==> src/rtl/pipe_pkg.sv <==
// pipe_pkg: shared state encoding for the elastic pipeline stage
package pipe_pkg;
  typedef enum logic [1:0] {
    ST_EMPTY = 2'd0,
    ST_ONE   = 2'd1,
    ST_TWO   = 2'd2
  } state_t;
endpackage

==> src/rtl/skid_data_reg.sv <==
// skid_data_reg: load-enabled data register with async active-low reset
module skid_data_reg #(
  parameter int N = 32
) (
  input  logic         clk,
  input  logic         rst,
  input  logic         load,
  input  logic [N-1:0] d,
  output logic [N-1:0] q
);
  always_ff @(posedge clk or negedge rst)
    if (!rst) q <= '0;
    else if (load) q <= d;
endmodule

==> src/rtl/pipe_skid_stage.sv <==
// pipe_skid_stage: two-entry elastic stage with flush and saturating stall counter
module pipe_skid_stage
  import pipe_pkg::*;
#(
  parameter int N     = 32,
  parameter int CNT_W = 16
) (
  input  logic             clk,
  input  logic             rst,
  input  logic             flush,
  input  logic             in_valid,
  input  logic [N-1:0]     in_data,
  output logic             in_ready,
  output logic             out_valid,
  output logic [N-1:0]     out_data,
  input  logic             out_ready,
  output logic [1:0]       occupancy,
  output logic [CNT_W-1:0] stall_cnt
);
  state_t state, nxt;
  logic in_xfer, out_xfer, main_ld, skid_ld;
  logic [N-1:0] main_d, skid_q;
  assign in_ready  = state != ST_TWO;
  assign out_valid = state != ST_EMPTY;
  assign occupancy = state;
  assign in_xfer   = in_valid && in_ready;
  assign out_xfer  = out_valid && out_ready;
  // main refills from skid when draining TWO, otherwise straight from upstream
  assign main_ld = state == ST_TWO ? out_xfer : in_xfer && (state == ST_EMPTY || out_xfer);
  assign skid_ld = in_xfer && state == ST_ONE && !out_xfer;
  assign main_d  = state == ST_TWO ? skid_q : in_data;
  always_ff @(posedge clk or negedge rst)
    if (!rst) state <= ST_EMPTY;
    else state <= nxt;
  always_comb begin
    nxt = state;
    nxt = flush ? ST_EMPTY :
          state == ST_EMPTY ? (in_xfer ? ST_ONE : ST_EMPTY) :
          state == ST_ONE ? (in_xfer && !out_xfer ? ST_TWO : !in_xfer && out_xfer ? ST_EMPTY : ST_ONE) :
          (out_xfer ? ST_ONE : ST_TWO);
  end
  always_ff @(posedge clk or negedge rst)
    if (!rst) stall_cnt <= '0;
    else if (out_valid && !out_ready && stall_cnt != '1) stall_cnt <= stall_cnt + CNT_W'(1);
  skid_data_reg #(.N(N)) u_main (.clk(clk), .rst(rst), .load(main_ld), .d(main_d), .q(out_data));
  skid_data_reg #(.N(N)) u_skid (.clk(clk), .rst(rst), .load(skid_ld), .d(in_data), .q(skid_q));
endmodule

==> config.mk <==
export PLATFORM = sky130hd
export DESIGN_NAME = pipe_skid_stage
export DESIGN_NICKNAME = d
export VERILOG_FILES = /design/src/rtl/pipe_pkg.sv /design/src/rtl/skid_data_reg.sv /design/src/rtl/pipe_skid_stage.sv
export SDC_FILE = /design/constraint.sdc
export NUM_CORES = 1
export LEC_CHECK = 0
export CAP_MARGIN = 25
export CORE_ASPECT_RATIO = 1.75
export CORE_MARGIN = 2
export CORE_UTILIZATION = 48
export CTS_BUF_LIST = sky130_fd_sc_hd__clkbuf_2 sky130_fd_sc_hd__clkbuf_4 sky130_fd_sc_hd__clkbuf_8
export DETAILED_ROUTE_END_ITERATION = 10
export PLACE_DENSITY = 0.76
export RECOVER_POWER = 100
export SLEW_MARGIN = 5
export SYNTH_ARGS = -nofsm -noshare
export SYNTH_HDL_FRONTEND = slang
export SYNTH_SLANG_ARGS = --single-unit
export TNS_END_PERCENT = 10
==> constraint.sdc <==
create_clock -name clk -period 2.9 [get_ports clk]
set_input_delay 0.58 -clock clk [delete_from_list [all_inputs] [get_ports clk]]
set_output_delay 0.58 -clock clk [all_outputs]
set_load 0.01 [all_outputs]
# ---- After elaboration in Yosys (flattened, before gate mapping)
# Index checks and enable logic that the tools add are counted.
dict set report op_classes {
  mux 9
  reduce_logical 15
  add_sub_neg 1
  eq_ne 4
}
# cell n
set ops {}
lappend ops {{32-bit 2-to-1 mux} 1}
lappend ops {{16-bit by 1-bit adder with 16-bit output (second input constant)} 1}
lappend ops {{16-bit inequality test (second input constant)} 1}
lappend ops {{2-bit 2-to-1 mux} 5}
lappend ops {{1-bit logical AND} 9}
lappend ops {{1-bit logical NOT} 3}
lappend ops {{1-bit 2-to-1 mux} 3}
lappend ops {{2-bit by 1-bit equality test with 1-bit output (second input constant)} 1}
lappend ops {{2-bit equality test (second input constant)} 1}
lappend ops {{2-bit logical NOT} 1}
lappend ops {{2-bit inequality test (second input constant)} 1}
lappend ops {{2-bit nonzero test} 1}
lappend ops {{1-bit logical OR} 1}
dict set report totals {
  output_inout_bits 52
  regBits 82
}

# ---- Longest topological paths before layout
# Gate-level depths: netlist of the first run.
dict set report depth {
  word_depth 9
  depth_mapped 6
  ltp_nobuf 5
}

# ---- Modules after synthesis
# Synthesis of the first run repeated with hierarchy kept, for this count alone.
dict set report unflattened {
  hier_cells 264
  hier_area_um2 4022.6
}
# module cells_each area_each_um2 seq_area_each_um2 instances
set modules_own_cells {}
lappend modules_own_cells {skid_data_reg 68 1345.0 800.8 2}
lappend modules_own_cells {pipe_skid_stage 128 1332.5 450.4 1}

# ---- Worst setup path before layout of the first run
# Ideal clock, no wire load.
dict set report synth_path {
  path_kind {register to output}
  start {register state[1], in the netlist occupancy[1]}
  end {output in_ready}
  arrival_ns 1.165
  path_buffers 2
  stages_incl_launch_ff 5
  setup_slack_ns 1.155
  path_cell_list {dfrtp_1 -> nor2b_1 -> buf_2 -> buf_2 -> inv_1}
}
dict set report synth_between {
  elab_chain_len 1
}
# element line
set synth_lines {}
lappend synth_lines {{from (decl)} pipe_skid_stage.sv:20} ;# state_t state, nxt;
lappend synth_lines {{from (signal assigned)} pipe_skid_stage.sv:34} ;# else state <= nxt;
lappend synth_lines {{2-bit inequality test} pipe_skid_stage.sv:23} ;# assign in_ready = state != ST_TWO;
lappend synth_lines {{to (decl)} pipe_skid_stage.sv:13} ;# output logic in_ready,
# Every way passes these cells.

# ---- Worst setup path in the final report of the first run
dict set report layout_path {
  start {input out_ready}
  end {register u_main.q[17]}
}
dict set report layout_between {
  elab_chain_len 4
}
# element line
set layout_lines {}
lappend layout_lines {{from (decl)} pipe_skid_stage.sv:16} ;# input logic out_ready,
lappend layout_lines {{1-bit logical AND (*)} pipe_skid_stage.sv:27} ;# assign out_xfer = out_valid && out_ready;
lappend layout_lines {{1-bit logical OR} pipe_skid_stage.sv:29} ;# assign main_ld = state == ST_TWO ? out_xfer : in_xfer && (state == ST_EMPTY || out_xfer);
lappend layout_lines {{1-bit logical AND} pipe_skid_stage.sv:29}
lappend layout_lines {{1-bit 2-to-1 mux (*)} pipe_skid_stage.sv:29}
lappend layout_lines {{to (signal assigned)} skid_data_reg.sv:12} ;# if (!rst) q <= '0;
lappend layout_lines {{to (signal assigned)} skid_data_reg.sv:13} ;# else if (load) q <= d;
lappend layout_lines {{to (decl)} skid_data_reg.sv:9} ;# output logic [N-1:0] q
# Mark *: on every way between the ends. The rest lies on a longest branch, timed or not.
# A chain may end at the register's enable or synchronous reset.

==> out/metrics.cfg, run 1 <==
[status]
status=complete, no violations

[detailed_routing]
drc_errors=0
routed_wl_um=7540
vias=2566
vias_per_cell=5.37
ant_nets=0
drt_iter0_drc=116
dr.pass1.iters=4
wl_per_cell_um=15.8

[pwr]
powerDensity_mw_per_mm2=617
seqPwrFrac_pct=52.4
intPower_mw=2.12
p_comb_share_pct=21.8
power_frac_clock_pct=25.8
switching_power_mw=0.808
leakagePower_nw=2.07
irDropWorstVdd_mv=0.373
swShare_pct=27.6

[global_routing]
grt_pass1_wl_um=12500
use_met3_pct=3.81
antenna_found_initial=0
grt_use_total_pct=19.3
overflow=0
use_met1_pct=22.8
grt_pass1_vias=2547
gr-usage-met2_pct=33.2
grt.busiest_layer=met2
grt_max_degree=83

[timing]
whs_ns=0.358
fmax_mhz=415
finalCritPeriodShare_pct=83.0
fin_setup_tns_ns=0
setup_violations=0
slew_violations=0
finClkSkew_ns=0.00580
tightest_slew_ns=0.980
rsz0062_at_grt=no
timing.slew.headroom_pct=34.7
hold_violations=0
period_needed_ns=2.41

[setup_path]
critPathKind=input pin to flip-flop
cp-start-kind=input pin
cp_num_buf_inv=2
cp_max_fo=43
cp_cell_sequence=dlygate4sd3_1 > o21bai_1 > o21ai_4 > clkbuf_2 > o21ai_0
r2r_slack_ns=0.55
crit_path_top_delay_cell=clkbuf_2
r2r_end=u_main.q[17]
cp.required_ns=3.10
critical_path_arrival_ns=2.61
critPathCaptureType=flip-flop
critical-path-top-delay-family=buffers and inverters
reg2regPathDepth=5
worst_path_largest_cell_delay_ns=0.69
timing.rr.start=occupancy[1]

[clock_network]
cts_resized=0
insertion_delay_ns=0.35
ctsRootBufferMaster=clkbuf_8
cts_tree=done
htree_levels=3
clk_pin_slew_ns=0.08
clock-sinks=82
cts_hold_buf=0
cts_buffers=9
cts_max_path_buffers=2
postCtsSetupBuffers=0

[synthesis]
yosys_warnings=0
synth_edf_count=0
synthFlopType=dfrtp_1
ys_ff_latch=82
ys_seq_area_share_pct=56.5
netlist_area_sq_mm=0.00363
synth_nets=331
synth_async_sr_flop_share_pct=100
synth.distinct_cells=39
syn_area_per_cell_sq_um=12.4
syn_inst=293

[die]
ios=89
chipWidth_um=69.7
core_area_sq_mm=0.00746
initial_core_util_pct=48.7
placementRows=42
die_area_sq_mm=0.00830
die_h_um=119

[layout]
syn_to_final_growth_pct=30.8
finalNetCount=423
antenna_cells=0
drive_gt1_share_pct=15.9

[min_path]
hold_class=input pin to asynchronous set/reset pin

[place]
numPortBuffers=88
gp_congestion=0.834
post-dp-hpwl_um=5250

[job]
cap_violations=0

==> worst max-delay path by stage <==
stage	startpoint	end	slack, ns	cells past startpoint
6_report	out_ready	u_main.q[17]	0.49	5
5_1_grt	in_valid	u_main.q[17]	0.30	4
3_3_place_gp	out_ready	u_main.q[31]	0.62	6
4_1_cts	occupancy[1]	in_ready	0.65	3
2_1_floorplan	occupancy[1]	in_ready	1.16	4
3_5_place_dp	out_ready	u_main.q[11]	0.55	6
==> worst register-to-register path, stage by stage, from the launching register on <==
cell and delay, ns:
dfrtp_1 0.46, nor2b_4 0.17, buf_4 0.22, o21ai_4 0.43, clkbuf_2 0.70, o21ai_0 0.22
==> cells in the final DEF (no fill, tap or decap), types with 2 or more instances in the layout <==
cell type / Yosys / layout
inv_1: 2 / 2
clkbuf_4: 0 / 4
clkdlybuf4s50_1: 0 / 33
nor2_1: 3 / 3
clkbuf_2: 0 / 2
dlygate4sd3_1: 0 / 54
mux2_1: 3 / 3
xnor2_1: 2 / 2
mux2_2: 31 / 31
xor2_1: 5 / 5
dfrtp_1: 82 / 82
nand3_1: 3 / 3
a21oi_1: 8 / 8
nor3_1: 4 / 5
o21ai_1: 32 / 7
nor4b_1: 1 / 2
a31oi_1: 3 / 3
mux2i_1: 33 / 33
o31ai_1: 2 / 2
buf_4: 1 / 2
clkbuf_8: 0 / 10
nand2_1: 41 / 41
and3_1: 4 / 4
o21ai_0: 1 / 26
clkbuf_1: 0 / 2
==> final cells by class <==
| type | instances | area (sq um) |
|---|---|---|
| fillers | 621 | 2710 |
| flip-flops and latches | 82 | 2050 |
| multi-input cells | 196 | 1470 |
| repair buffers | 94 | 931 |
| clock buffers | 14 | 168 |
| well taps | 88 | 110 |
| clock inverters | 2 | 12.5 |
| inverters | 2 | 7.51 |
==> power by group through the flow <==
| stage | combinational (mW) | sequential (mW) | clock (mW) |
|---|---|---|---|
| finish | 0.638 | 1.54 | 0.755 |
| global placement | 0.687 | 1.56 | 0 |
| detailed placement | 0.706 | 1.57 | 0 |
| floorplan | 0.313 | 1.58 | 0 |
| CTS | 0.708 | 1.55 | 0.784 |
| global route | 0.704 | 1.57 | 0.830 |
==> state kept, by name (all words and copies together) (netlist names) <==
register,cells
occupancy,2
stall_cnt,16
u_skid.q,32
u_main.q,32
==> cell usage after synthesis (all sizes together), types with 3 or more instances <==
cell | number | share of area, %
a21oi | 8 | 1.1
a31oi | 3 | 0.52
and3 | 5 | 0.90
buf | 13 | 1.9
dfrtp | 82 | 57
mux2 | 35 | 11
mux2i | 33 | 9.1
nand2 | 41 | 4.2
nand3 | 4 | 0.69
nor2 | 3 | 0.31
nor3 | 6 | 1.3
o21ai | 34 | 4.8
xor2 | 5 | 1.2
==> logic make-up after synthesis <==
group,synth area share [%]
fa+ha+maj,0.345
compound gates,8.37
flops,56.5
buf+inv,2.07
mux,20.1
xor+xnor,1.69
simple gates,11.0
==> through the flow <==
step | cell area (sq um) | total power, mW | instances | setup slack [ns] | util (%)
final | 4750 | 2.93 | 478 | 0.493 | 63.6
after global routing | 4750 | 3.10 | 478 | 0.298 | 63.6
after CTS | 4800 | 3.04 | 477 | 0.645 | 64.4
after detailed placement | 4620 | 2.28 | 461 | 0.550 | 62.0
after global placement | 4620 | 2.25 | 461 | 0.616 | 62.0
after floorplan | 3630 | 1.89 | 293 | 1.16 | -
==> metal layers <==
| metal | routed length [um] | vias up |
|---|---|---|
| met5 | 0 | - |
| met4 | 167 | 0 |
| met3 | 258 | 13 |
| met2 | 4130 | 53 |
| met1 | 2990 | 1276 |
| li1 | - | 1224 |
Note: power is estimated with default switching activity, not from simulation.
==> run 2: changes to the inputs <==
==> constraint.sdc (replaced) <==
create_clock -name clk -period 2.3 [get_ports clk]
set_input_delay 0.46 -clock clk [delete_from_list [all_inputs] [get_ports clk]]
set_output_delay 0.46 -clock clk [all_outputs]
set_load 0.01 [all_outputs]
==> run 2 against run 1 <==
Via count is 0.55% lower. Worst hold slack better by 0.080 ns. Clock skew is 0.00064 ns higher. Clock-buffer cell count is 5 lower. Global-route usage is 0.052 points lower. Cell area is 0.37% higher. Largest cell class unchanged. Largest power group unchanged.
==> out/metrics.cfg, run 2 (synthesis gave the netlist of run 1 again) <==
[status]
status=complete, no violations  ; unchanged

[setup_path]
cp_cell_sequence=nor2b_1 > inv_1 > clkdlybuf4s50_1  ; was dlygate4sd3_1 > o21bai_1 > o21ai_4 > clkbuf_2 > o21ai_0
cp.required_ns=1.84  ; was 3.10 ns
critPathKind=flip-flop to output port  ; was input pin to flip-flop
cp_max_fo=8  ; was 43
critPathCaptureType=output port  ; was flip-flop
critical_path_arrival_ns=1.63  ; was 2.61 ns
crit_path_top_delay_cell=clkdlybuf4s50_1  ; was clkbuf_2
cp-start-kind=flip-flop  ; was input pin
worst_path_largest_cell_delay_ns=0.57  ; was 0.69 ns

[timing]
tightest_slew_ns=1.47  ; was 0.980 ns
finalCritPeriodShare_pct=91.0
period_needed_ns=2.09
fmax_mhz=478
finClkSkew_ns=0.00644  ; was 0.00580 ns
setup_violations=0  ; unchanged
whs_ns=0.438  ; was 0.358 ns
hold_violations=0  ; unchanged
timing.slew.headroom_pct=1.94  ; was 34.7%
fin_setup_tns_ns=0  ; unchanged
rsz0062_at_grt=no  ; unchanged
slew_violations=0  ; unchanged

[pwr]
switching_power_mw=1.07  ; was 0.808 mW
intPower_mw=2.81  ; was 2.12 mW
powerDensity_mw_per_mm2=814  ; was 617 mW/mm^2
leakagePower_nw=2.07  ; about the same
power_frac_clock_pct=29.2  ; was 25.8%
p_comb_share_pct=20.8  ; was 21.8%
total_power_mw=3.88  ; was 2.93 mW
irDropWorstVdd_mv=0.521  ; was 0.373 mV
seqPwrFrac_pct=50.0  ; was 52.4%
swShare_pct=27.5  ; was 27.6%

[layout]
mostFrequentLayoutCell=dfrtp_1  ; unchanged
final_cell_mix=82 x dfrtp_1, 51 x dlygate4sd3_1, 41 x nand2_1  ; was 82 x dfrtp_1, 54 x dlygate4sd3_1, 41 x nand2_1
fill_cells=605  ; was 621
finalNetCount=425  ; was 423
reg_top3=u_main.q: 32 flops, u_skid.q: 32 flops, stall_cnt: 16 flops  ; unchanged
stdcell_count=480  ; was 478
drive_gt1_share_pct=16.3  ; was 15.9%
antenna_cells=0  ; unchanged
syn_to_final_growth_pct=31.3  ; was 30.8%

[die]
placementRows=42  ; unchanged
chipWidth_um=69.7  ; unchanged
die_area_sq_mm=0.00830  ; unchanged
ios=89  ; unchanged
initial_core_util_pct=48.7  ; unchanged
die_h_um=119  ; unchanged
core_area_sq_mm=0.00746  ; unchanged

[clock_network]
clk_pin_slew_ns=0.09  ; was 0.08 ns
cts_hold_buf=0  ; unchanged
clock-sinks=82  ; unchanged
insertion_delay_ns=0.35  ; about the same
htree_levels=3  ; unchanged
cts_buffers=9  ; unchanged
cts_tree=done  ; unchanged
cts_max_path_buffers=2  ; unchanged
ctsRootBufferMaster=clkbuf_8  ; unchanged
postCtsSetupBuffers=0  ; unchanged
cts_resized=0  ; unchanged

[place]
gp_congestion=0.805  ; was 0.834
numPortBuffers=88  ; unchanged
dp_cells=464  ; was 461
post-dp-hpwl_um=5330  ; was 5250 um

[detailed_routing]
ant_nets=0  ; unchanged
vias_per_cell=5.32  ; was 5.37
vias=2552  ; was 2566
routed_wl_um=7490  ; was 7540 um
drt_iter0_drc=121  ; was 116
wl_per_cell_um=15.6  ; was 15.8 um
drc_errors=0  ; unchanged
dr.pass1.iters=4  ; unchanged

[job]
cap_violations=0  ; unchanged

[global_routing]
gr-usage-met2_pct=33.5  ; was 33.2%
use_met3_pct=4.65  ; was 3.81%
grt_pass1_vias=2504  ; was 2547
use_met1_pct=22.4  ; was 22.8%
grt_max_degree=51  ; was 83
grt_use_total_pct=19.3  ; about the same
grt.busiest_layer=met2  ; unchanged
grt_pass1_wl_um=12400  ; was 12500 um
overflow=0  ; unchanged
antenna_found_initial=0  ; unchanged

[min_path]
hold_class=input pin to asynchronous set/reset pin  ; unchanged

==> run 2: changes by cell type in the layout (fill, tap and decap cells not counted), sizes merged <==
cell and change:
buf -1, bufinv +2, clkbuf -2, clkdlybuf4s50 +3, clkinv +2, clkinvlp +1, dlygate4sd3 -3
==> run 2: through the flow <==
step	instance area [sq um]	setup WS, ns	utilization (%)
global route	4770	0.105	63.9
finish	4770	0.208	63.9
detailed placement	4680	0.146	62.8
global placement	4680	0.207	62.8
floorplan	3630	0.643	-
CTS	4900	0.163	65.7
==> run 2: per-layer routing <==
layer / part of all wire [%] / wire [um]
met5: 0 / 0
met4: 1.9 / 146
met3: 4.0 / 298
met2: 55 / 4140
met1: 39 / 2910
==> run 2: layout make-up <==
cell class | instances | area (sq um) | area share (%)
clock inverters | 7 | 93.8 | 1.97
clock buffers | 9 | 124 | 2.60
inverters | 2 | 7.51 | 0.158
well taps | 88 | 110 | 2.31
multi-input cells | 196 | 1460 | 30.5
repair buffers | 96 | 923 | 19.4
flip-flops and latches | 82 | 2050 | 43.1
==> run 2: worst paths after layout <==
| path | startpoint | endpoint | slack [ns] | cells after the start |
|---|---|---|---|---|
| max | occupancy[1] | in_ready | 0.21 | 3 |
| min | rst | u_main.q[26] | 0.44 | 1 |
| max reg2reg | occupancy[1] | u_main.q[15] | 0.30 | 5 |
| min reg2reg | u_main.q[30] | u_main.q[30] | 0.48 | 2 |
| max in group asynchronous | rst | u_main.q[3] | 0.53 | 2 |
| min in group clk | u_main.q[30] | u_main.q[30] | 0.48 | 2 |
==> run 2: power by group through the flow <==
stage                     combinational, mW  clock [mW]  sequential (mW)
after detailed placement              0.903           0             1.98
after CTS                             0.908        1.17             1.95
after floorplan                       0.394           0             1.99
after global placement                0.885           0             1.96
final                                 0.806        1.13             1.94
after global routing                  0.885        1.23             1.99
==> run 2: critical path: cells and delay by family, from the launching register on <==
family	cells	cell delay (ns)
buffers and inverters	2	0.63
flip-flops	1	0.47
AND/OR/NAND/NOR	1	0.18
==> run 3: changes to the inputs <==
--- a/config.mk
+++ b/config.mk
@@ -13,6 +13,7 @@
 export DETAILED_ROUTE_END_ITERATION = 10
 export PLACE_DENSITY = 0.76
 export RECOVER_POWER = 100
+export SKIP_LAST_GASP = 1
 export SLEW_MARGIN = 5
 export SYNTH_ARGS = -nofsm -noshare
 export SYNTH_HDL_FRONTEND = slang
==> results of run 3 <==
No change in the layout: final DEF, timing and power equal those of run 2.
